**src/rtl/flappy_compositor.sv**
```systemverilog
`default_nettype none
// ============================================================================
// Module   : flappy_compositor
// Brief    : 3-stage VGA compositor (background, N pipe groups, mario) with
//            frame-latched geometry. Define FLAPPY_COLLIDE_EN to build the
//            mario/pipe collision detector (collide/fail).
// Revision : 1.0
// ============================================================================
module flappy_compositor #(
    parameter int          N_PIPES  = 3,
    parameter int          PIPE_W   = 50,
    parameter int          HEAD_H   = 23,
    parameter int          MARIO_X  = 10,
    parameter int          MARIO_SZ = 16,
    parameter int          BG_W     = 80,
    parameter int          BG_SHIFT = 3,
    parameter logic [11:0] KEY      = 12'h06F
) (
    input  logic                   clk,
    input  logic                   rst,
    input  logic [9:0]             x,
    input  logic [9:0]             y,
    input  logic                   video_on,
    input  logic                   hs_i,
    input  logic                   vs_i,
    input  logic                   frame_start,
    input  logic [9:0]             mario_y,
    input  logic [32*N_PIPES-1:0]  pipes,
    output logic [12:0]            bg_addr,
    output logic [7:0]             mario_addr,
    output logic [10:0]            head_addr,
    output logic [5:0]             body_addr,
    input  logic [11:0]            bg_d,
    input  logic [11:0]            mario_d,
    input  logic [11:0]            head_d,
    input  logic [11:0]            body_d,
    output logic [11:0]            rgb,
    output logic                   hs_o,
    output logic                   vs_o,
    output logic                   collide,
    output logic                   fail
);
    localparam logic [11:0] HEAD_H12   = 12'(HEAD_H);
    localparam logic [11:0] PIPE_W12   = 12'(PIPE_W);
    localparam logic [10:0] PIPE_W11   = 11'(PIPE_W);
    localparam logic [11:0] MARIO_X12  = 12'(MARIO_X);
    localparam logic [11:0] MARIO_SZ12 = 12'(MARIO_SZ);
    localparam logic [15:0] BG_W16     = 16'(BG_W);

    logic [9:0]         sh_mario_y;
    logic [9:0]         t_arr    [N_PIPES];
    logic [7:0]         g_arr    [N_PIPES];
    logic [10:0]        diff_arr [N_PIPES];
    logic [N_PIPES-1:0] cov;

    logic [11:0] x12, y12, my12;
    assign x12  = {2'b00, x};
    assign y12  = {2'b00, y};
    assign my12 = {2'b00, sh_mario_y};

    always_ff @(posedge clk or posedge rst) begin
        if (rst) begin
            sh_mario_y <= 10'd0;
        end else if (frame_start) begin
            sh_mario_y <= mario_y;
        end
    end

    generate
        for (genvar i = 0; i < N_PIPES; i++) begin : g_pipe
            logic       en_r;
            logic [9:0] a_r;
            logic [9:0] t_r;
            logic [7:0] g_r;
            logic       unused_rsvd;

            assign unused_rsvd = ^pipes[32*i+30 -: 3];

            always_ff @(posedge clk or posedge rst) begin
                if (rst) begin
                    en_r <= 1'b0;
                    a_r  <= 10'd0;
                    t_r  <= 10'd0;
                    g_r  <= 8'd0;
                end else if (frame_start) begin
                    en_r <= pipes[32*i+31];
                    a_r  <= pipes[32*i+19 -: 10];
                    t_r  <= pipes[32*i+9 -: 10];
                    g_r  <= pipes[32*i+27 -: 8];
                end
            end

            // 11-bit signed difference: x left of A is negative, never a wrap
            assign diff_arr[i] = {1'b0, x} - {1'b0, a_r};
            assign cov[i]      = en_r && !diff_arr[i][10] && (diff_arr[i] < PIPE_W11);
            assign t_arr[i]    = t_r;
            assign g_arr[i]    = g_r;
        end
    endgenerate

    logic        any_pipe;
    logic [9:0]  sel_t;
    logic [7:0]  sel_g;
    logic [10:0] sel_dx;

    always_comb begin
        any_pipe = 1'b0;
        sel_t    = 10'd0;
        sel_g    = 8'd0;
        sel_dx   = 11'd0;
        for (int i = N_PIPES - 1; i >= 0; i--) begin
            if (cov[i]) begin
                any_pipe = 1'b1;
                sel_t    = t_arr[i];
                sel_g    = g_arr[i];
                sel_dx   = diff_arr[i];
            end
        end
    end

    logic [11:0] t12, top12, b12, hr;
    logic        in_top, in_bot, in_body, in_box;
    logic        head_n, body_n;

    always_comb begin
        t12   = {2'b00, sel_t};
        top12 = t12 - HEAD_H12;
        b12   = t12 + {4'b0000, sel_g};
        // a negative top12 means the top head is clipped at row 0
        in_top  = (top12[11] || (y12 >= top12)) && (y12 < t12);
        in_bot  = (y12 >= b12) && (y12 < b12 + HEAD_H12);
        in_body = (!top12[11] && (y12 < top12)) || (y12 >= b12 + HEAD_H12);
        hr      = in_top ? (y12 - top12) : (HEAD_H12 - 12'd1 - (y12 - b12));
        head_n  = any_pipe && (in_top || in_bot);
        body_n  = any_pipe && in_body;
        in_box  = (x12 >= MARIO_X12) && (x12 < MARIO_X12 + MARIO_SZ12) &&
                  (y12 >= my12) && (y12 < my12 + MARIO_SZ12);
    end

    logic s1_vid, s1_mario, s1_head, s1_body, s1_hs, s1_vs;
    logic s2_vid, s2_mario, s2_head, s2_body, s2_hs, s2_vs;

    always_ff @(posedge clk or posedge rst) begin
        if (rst) begin
            bg_addr    <= 13'd0;
            mario_addr <= 8'd0;
            head_addr  <= 11'd0;
            body_addr  <= 6'd0;
            s1_vid     <= 1'b0;
            s1_mario   <= 1'b0;
            s1_head    <= 1'b0;
            s1_body    <= 1'b0;
            s1_hs      <= 1'b0;
            s1_vs      <= 1'b0;
        end else begin
            bg_addr    <= 13'(16'(y12 >> BG_SHIFT) * BG_W16 + 16'(x12 >> BG_SHIFT));
            mario_addr <= in_box ? 8'((y12 - my12) * MARIO_SZ12 + (x12 - MARIO_X12)) : 8'd0;
            head_addr  <= 11'(hr * PIPE_W12 + {1'b0, sel_dx});
            body_addr  <= 6'(sel_dx);
            s1_vid     <= video_on;
            s1_mario   <= in_box;
            s1_head    <= head_n;
            s1_body    <= body_n;
            s1_hs      <= hs_i;
            s1_vs      <= vs_i;
        end
    end

    // ROM data returns alongside the stage-2 flags
    always_ff @(posedge clk or posedge rst) begin
        if (rst) begin
            s2_vid   <= 1'b0;
            s2_mario <= 1'b0;
            s2_head  <= 1'b0;
            s2_body  <= 1'b0;
            s2_hs    <= 1'b0;
            s2_vs    <= 1'b0;
        end else begin
            s2_vid   <= s1_vid;
            s2_mario <= s1_mario;
            s2_head  <= s1_head;
            s2_body  <= s1_body;
            s2_hs    <= s1_hs;
            s2_vs    <= s1_vs;
        end
    end

    logic        mario_opaque;
    logic [11:0] pix;

    always_comb begin
        mario_opaque = s2_mario && (mario_d != KEY);
        if (!s2_vid) begin
            pix = 12'h000;
        end else if (mario_opaque) begin
            pix = mario_d;
        end else if (s2_head) begin
            pix = head_d;
        end else if (s2_body) begin
            pix = body_d;
        end else begin
            pix = bg_d;
        end
    end

    always_ff @(posedge clk or posedge rst) begin
        if (rst) begin
            rgb  <= 12'h000;
            hs_o <= 1'b0;
            vs_o <= 1'b0;
        end else begin
            rgb  <= pix;
            hs_o <= s2_hs;
            vs_o <= s2_vs;
        end
    end

`ifdef FLAPPY_COLLIDE_EN
    logic hit;
    logic hit_now;

    assign hit_now = s2_vid && mario_opaque && (s2_head || s2_body);

    // a hit on the frame_start edge belongs to the frame that just ended
    always_ff @(posedge clk or posedge rst) begin
        if (rst) begin
            hit     <= 1'b0;
            collide <= 1'b0;
            fail    <= 1'b0;
        end else if (frame_start) begin
            collide <= hit || hit_now;
            fail    <= (hit || hit_now) && !collide;
            hit     <= 1'b0;
        end else begin
            hit     <= hit || hit_now;
            fail    <= 1'b0;
        end
    end
`else
    assign collide = 1'b0;
    assign fail    = 1'b0;
`endif

endmodule
`default_nettype wire
```
**config.mk**
```make
export PLATFORM = sky130hd
export DESIGN_NAME = flappy_compositor
export DESIGN_NICKNAME = d
export VERILOG_FILES = /design/src/rtl/flappy_compositor.sv
export SDC_FILE = /design/constraint.sdc
export NUM_CORES = 1
export LEC_CHECK = 0
export BUFFER_PORTS_ARGS = -buffer_cell sky130_fd_sc_hd__buf_2
export CAP_MARGIN = 30
export CORE_MARGIN = 2
export CORE_UTILIZATION = 40
export DETAILED_ROUTE_END_ITERATION = 12
export GPL_TIMING_DRIVEN = 0
export SYNTH_ARGS = -nofsm -noshare
export SYNTH_HDL_FRONTEND = slang
export SYNTH_SLANG_ARGS = --single-unit
```
**constraint.sdc**
```tcl
create_clock -name clk -period 11.3 [get_ports clk]
set_clock_uncertainty 0.15 [all_clocks]
set_input_delay 0.565 -clock clk [delete_from_list [all_inputs] [get_ports clk]]
set_output_delay 0.565 -clock clk [all_outputs]
set_load 0.005 [all_outputs]
```
; Word-level counts from Yosys, hierarchy flattened
; Index checks and enable logic that the tools add are counted.
[classes]
n_reduce_logical = 22
n_eq_ne = 1
magnitude_cmp = 13
multipliers = 2
n_mux = 18
add_sub_neg = 15
[op_table]
columns = op, n
row1 = $mux W12, 5
row2 = $lt A11 B6 Y1 const B, 3
row3 = $mux W11, 3
row4 = $sub A10 B10 Y11, 3
row5 = $mux W8, 4
row6 = $mux W10, 3
row7 = $ge A10 B12 Y1, 2
row8 = $lt A10 B12 Y1, 2
row9 = $logic_and A1 B1 Y1, 15
row10 = $add A13 B7 Y13, 1
row11 = $add A11 B5 Y12 const B, 1
row12 = $mul A12 B5 Y10 const B, 1
row13 = $ne A12 B7 Y1 const B, 1
row14 = $sub A10 B11 Y12, 1
row15 = $sub A11 B11 Y12, 1
row16 = $sub A5 B12 Y12 const A, 1
row17 = $add A10 B5 Y11 const B, 1
row18 = $add A10 B8 Y11, 1
row19 = $add A11 B11 Y11, 1
row20 = $ge A10 B11 Y1, 1
row21 = $lt A10 B11 Y1, 1
row22 = $sub A10 B5 Y11 const B, 1
row23 = $ge A10 B10 Y1, 1
row24 = $ge A10 B4 Y1 const B, 1
row25 = 9 further kinds, 16
[totals]
wordCells = 103
in_bits = 180
out_inout_bits = 54
ff_bits = 161

; Depth between registers and ports, before layout
[logic_depth]
word_depth = 14
mapped_depth = 44
depth_no_buf = 42

; Least setup slack after synthesis
; OpenSTA, ideal clock, no wires.
[synth_path]
path_kind = input to register
from = input x[0]
to = register head_addr[10]
setup_time_ns = 0.125
required_ns = 11.025
slack_ns = 2.454
cell_stages = 41
t_arrival_ns = 8.571
path_buffers = 2
path_cell_list = inv_1 -> ha_1 -> inv_1 -> fa_1 -> a21o_1 -> a221oi_1 -> xor2_1 -> nand3_1 -> or4_1 -> nor3_4 -> buf_6 -> a221o_1 -> o21ai_0 -> or3_1 -> a21oi_1 -> xnor2_1 -> ha_1 -> a21o_1 -> [5 not listed] -> nor3_1 -> a221oi_4 -> buf_4 -> a21oi_1 -> ha_1 -> ha_1 -> inv_1 -> fa_1 -> inv_1 -> ha_1 -> a21o_1 -> a21oi_1 -> xnor2_1 -> ha_1 -> nand2_1 -> o21ai_0 -> xnor2_1 -> xnor2_1
[synth_between]
elab_chain_cells = 14
word_cells_on_any_way = 36
classes_between = add/sub: 9 / mul: 1 / order compare: 5 / mux: 10 / reduce/logical: 11
[synth_lines]
columns = item, line_no
row1 = "start, declared", 21  ; input logic [9:0] x,
row2 = "parallel branches: the longest is 13 deep, another holds $sub A10 B11 Y12", -
row3 = $add A11 B11 Y11 *, 158  ; head_addr <= 11'(hr * PIPE_W12 + {1'b0, sel_dx});
row4 = "end signal, assigned", 158
row5 = "end, declared", 31  ; output logic [10:0] head_addr,
; Every way passes the cells marked *.
; A chain may end at the register's enable or synchronous reset.

; Final worst setup path
; Same ends and word-level chain as after synthesis.

==> impl_metrics.env <==
export IMPL_gp_routability_congestion=0.852
export IMPL_p_clk_frac=0.231
export IMPL_worst_ep_required_time_ps=11530
export IMPL_hp_class="input port to flop"
export IMPL_multi_input_area_um2=7370
export IMPL_layout_cells_non_filler=1902
export IMPL_synth_top_family_by_area="adder cells"
export IMPL_final_hold_viol_count=0
export IMPL_yosysSeqAreaShare=0.332
export IMPL_slowest_delay_ps=650
export IMPL_wl_mm=32.8
export IMPL_synth_mux_area_frac=0.0738
export IMPL_tightest_slew_ps=817
export IMPL_dp_hpwl_mm=26.0
export IMPL_hold_depth=1
export IMPL_cap_violations=0
export IMPL_grt_pass1_vias=9572
export IMPL_syn_avg_cell_area_um2=9.64
export IMPL_fillCellCount=2889
export IMPL_fin_setup_tns_ps=0
export IMPL_seqPwrFrac=0.252
export IMPL_num_io_pins=234
export IMPL_cp_common_cell="ha_1"
export IMPL_grt_use_total=0.210
export IMPL_power_internal_mw=1.67
export IMPL_arrival_ps=10100
export IMPL_synth_xor_area_frac=0.0697
export IMPL_vias_per_cell=5.11
export IMPL_synth_cell_types=77
export IMPL_cts_setup_buffers=0
export IMPL_syn_inst=1251
export IMPL_cts_path_max_buffers=2
export IMPL_start_util=0.407
export IMPL_fin_crit_ps=9870
export IMPL_io_buffers=221
export IMPL_swShare=0.384
export IMPL_leakage_nw=7.07
export IMPL_crit_start="x[0]"
export IMPL_clk_latency_ps=450
export IMPL_max_slew_margin=0.450
export IMPL_area_growth_pct=19.0
export IMPL_dp_cells=1868
export IMPL_cp_top_family="adder cells"
export IMPL_cp_depth=45
export IMPL_finalMaxSlewViolations=0
export IMPL_ant_nets=0
export IMPL_rsz0062_at_grt="false"
export IMPL_clock_sinks=160
export IMPL_die_y_um=178
export IMPL_startpoint_type="input port"
export IMPL_grt_start_max_net_pins=109
export IMPL_critical_path_slowest_cell="nor4_4"
export IMPL_min_from="vs_i"
export IMPL_drive_gt1_frac=0.232
export IMPL_ys_warn_count=0
export IMPL_routedWlPerCell_um=17.3
export IMPL_p_comb_frac=0.516
export IMPL_cts_max_level=4
export IMPL_post_route_period_util=0.873
export IMPL_synth_seq_cells=160
export IMPL_first_pass_iters=5
export IMPL_crit_fanout=10
export IMPL_grt_pass1_wl_mm=51.0
export IMPL_endpoint_kind="flop"
export IMPL_synthAdderAreaFrac=0.193
export IMPL_nets=1854
export IMPL_vias=9723
export IMPL_grt_antenna_before_repair=1
export IMPL_status="complete, no violations"
export IMPL_drc_errors=0
export IMPL_path_clk_slew_ps=90
export IMPL_clockRootBuffer="clkbuf_16"
export IMPL_numCtsBuffers=17
export IMPL_syn_area_um2=12100
export IMPL_async_flop_share=1.00
export IMPL_core_um2=29600
export IMPL_crit_buf_inv=8
export IMPL_max_clock_freq_mhz=101
export IMPL_synthSimpleGateAreaFrac=0.0999
export IMPL_fp_row_count=63
export IMPL_synth_edf_count=0
export IMPL_die_w_um=178
export IMPL_setup_viol=0
export IMPL_rr_worst_depth=43
export IMPL_synth_flop_cell="dfrtp_1"
export IMPL_synth_compound_area_share=0.173
export IMPL_timing_rr_start="g_pipe[1].a_r[0]"
export IMPL_cts_tree="yes"
export IMPL_p_per_area_nw_per_um2=189
export IMPL_drt_iter0_drc=391
export IMPL_ir_drop_uv=204
export IMPL_die_area_um2=31500
export IMPL_overflow=0
export IMPL_ff_latch_area_um2=4000
export IMPL_critPathKind="input port to flop"
export IMPL_p_switching_mw=1.04
[power groups by stage]
stage	logic, mW	clock network, mW	registers (mW)
final	1.40	0.627	0.683
after global routing	1.61	0.661	0.691
after CTS	1.42	0.638	0.684
after detailed placement	1.41	0	0.695
after global placement	1.38	0	0.694
after floorplan	1.11	0	0.696
[synth_stat cells, types with 3 or more instances]
library cell	number	area share
and3_1	6	0.0031
o21bai_1	14	0.0087
nor4_1	3	0.0016
fa_1	16	0.027
a221oi_1	6	0.0044
a21boi_0	3	0.0019
a31oi_1	4	0.0021
a211oi_1	4	0.0025
nor2_1	65	0.020
clkbuf_1	33	0.010
nor3_1	15	0.0062
a22oi_1	8	0.0050
a21oi_1	84	0.035
mux2i_1	18	0.015
nand4_1	4	0.0021
inv_1	136	0.042
o211a_1	5	0.0042
xnor2_1	71	0.052
buf_2	4	0.0017
o21ai_0	82	0.034
nor2b_1	24	0.012
nand2_1	77	0.024
xor2_1	25	0.018
dfrtp_1	160	0.33
o21a_1	24	0.015
o2111ai_1	3	0.0022
mux2_2	63	0.059
a21o_1	27	0.017
o22ai_1	3	0.0016
ha_1	160	0.17
a221o_1	9	0.0075
or4_1	3	0.0019
o211ai_1	4	0.0025
and2_1	5	0.0026
o221ai_1	4	0.0029
nand2b_1	9	0.0047
or2_2	4	0.0021
nand3_1	12	0.0050
or3_1	5	0.0026
buf_4	4	0.0025
[sequential cells by signal, summed over array words and instances, names as in the netlist, 3 cells and up]
signal / cells
body_addr: 6
bg_addr: 13
g_pipe.a_r: 30
head_addr: 10
g_pipe.t_r: 30
g_pipe.en_r: 3
sh_mario_y: 10
rgb: 12
g_pipe.g_r: 24
mario_addr: 8
[metrics by stage]
| step | worst slack (ps) | hold WS (ps) | power [mW] | utilization | cell area (µm²) |
|---|---|---|---|---|---|
| 2_1_floorplan | 2450 | 181 | 1.80 | - | 12100 |
| 3_3_place_gp | 962 | 183 | 2.08 | 0.461 | 13700 |
| 3_5_place_dp | 927 | 186 | 2.10 | 0.462 | 13700 |
| 4_1_cts | 1350 | 69.0 | 2.74 | 0.484 | 14300 |
| 5_1_grt | 681 | 68.7 | 2.96 | 0.484 | 14300 |
| 6_report | 1430 | 81.0 | 2.71 | 0.484 | 14300 |
[final timing paths]
| check | endpoint | slack, ps |
|---|---|---|
| worst max-delay path | head_addr[10] | 1430 |
| worst min-delay path | s1_vs | 80 |
| worst max register to register | head_addr[10] | 1520 |
| min in group asynchronous | head_addr[10] | 510 |
| max in group asynchronous | g_pipe[1].t_r[4] | 9560 |
| worst min register to register | s2_vid | 200 |
[routing by layer]
layer	part of all wire	GRT usage	up-vias
li1	-	-	4855
met1	0.48	0.287	4628
met2	0.46	0.349	219
met3	0.044	0.0351	21
met4	0.014	0.0485	0
met5	0	0	-
[layout make-up]
cell class	count	share of cell area
Antenna cell	1	0.000174
Buffer	43	0.0132
Clock buffer	17	0.0297
Clock inverter	15	0.0140
Inverter	137	0.0364
Multi-Input combinational cell	916	0.514
Sequential cell	160	0.279
Tap cell	390	0.0340
Timing Repair Buffer	223	0.0797
[cell usage in the layout (no fill, tap or decap), types with 6 or more instances in the layout]
master and n:
buf_2 225, ha_1 160, dfrtp_1 160, inv_1 135, a21oi_1 84, o21ai_0 82, nand2_1 77, xnor2_1 71
nor2_1 65, mux2_2 63, clkbuf_1 33, a21o_1 27, xor2_1 25, nor2b_1 24, o21a_1 24, mux2i_1 18
clkbuf_16 17, fa_1 16, nor3_1 15, o21bai_1 14, nand3_1 12, nand2b_1 9, a221o_1 9, a22oi_1 8
a221oi_1 6, and3_1 6, inv_8 6, conb_1 6
[cells by family (layout without fill, tap and decap cells)]
group	count (synthesis)	count (layout)
AO/OA/AOI/OAI	312	312
other	1	7
adder cells (fa/ha/maj)	176	176
XOR/XNOR	96	96
multiplexers	81	81
flip-flops	160	160
AND/OR/NAND/NOR	245	245
buffers and inverters	180	435
[what timing repair did]
item,4_1_cts,5_1_grt
endpoints found under the hold margin,19,0
hold buffers,1,0
resized for setup,0,0
Power figures use the tool's default switching activity.
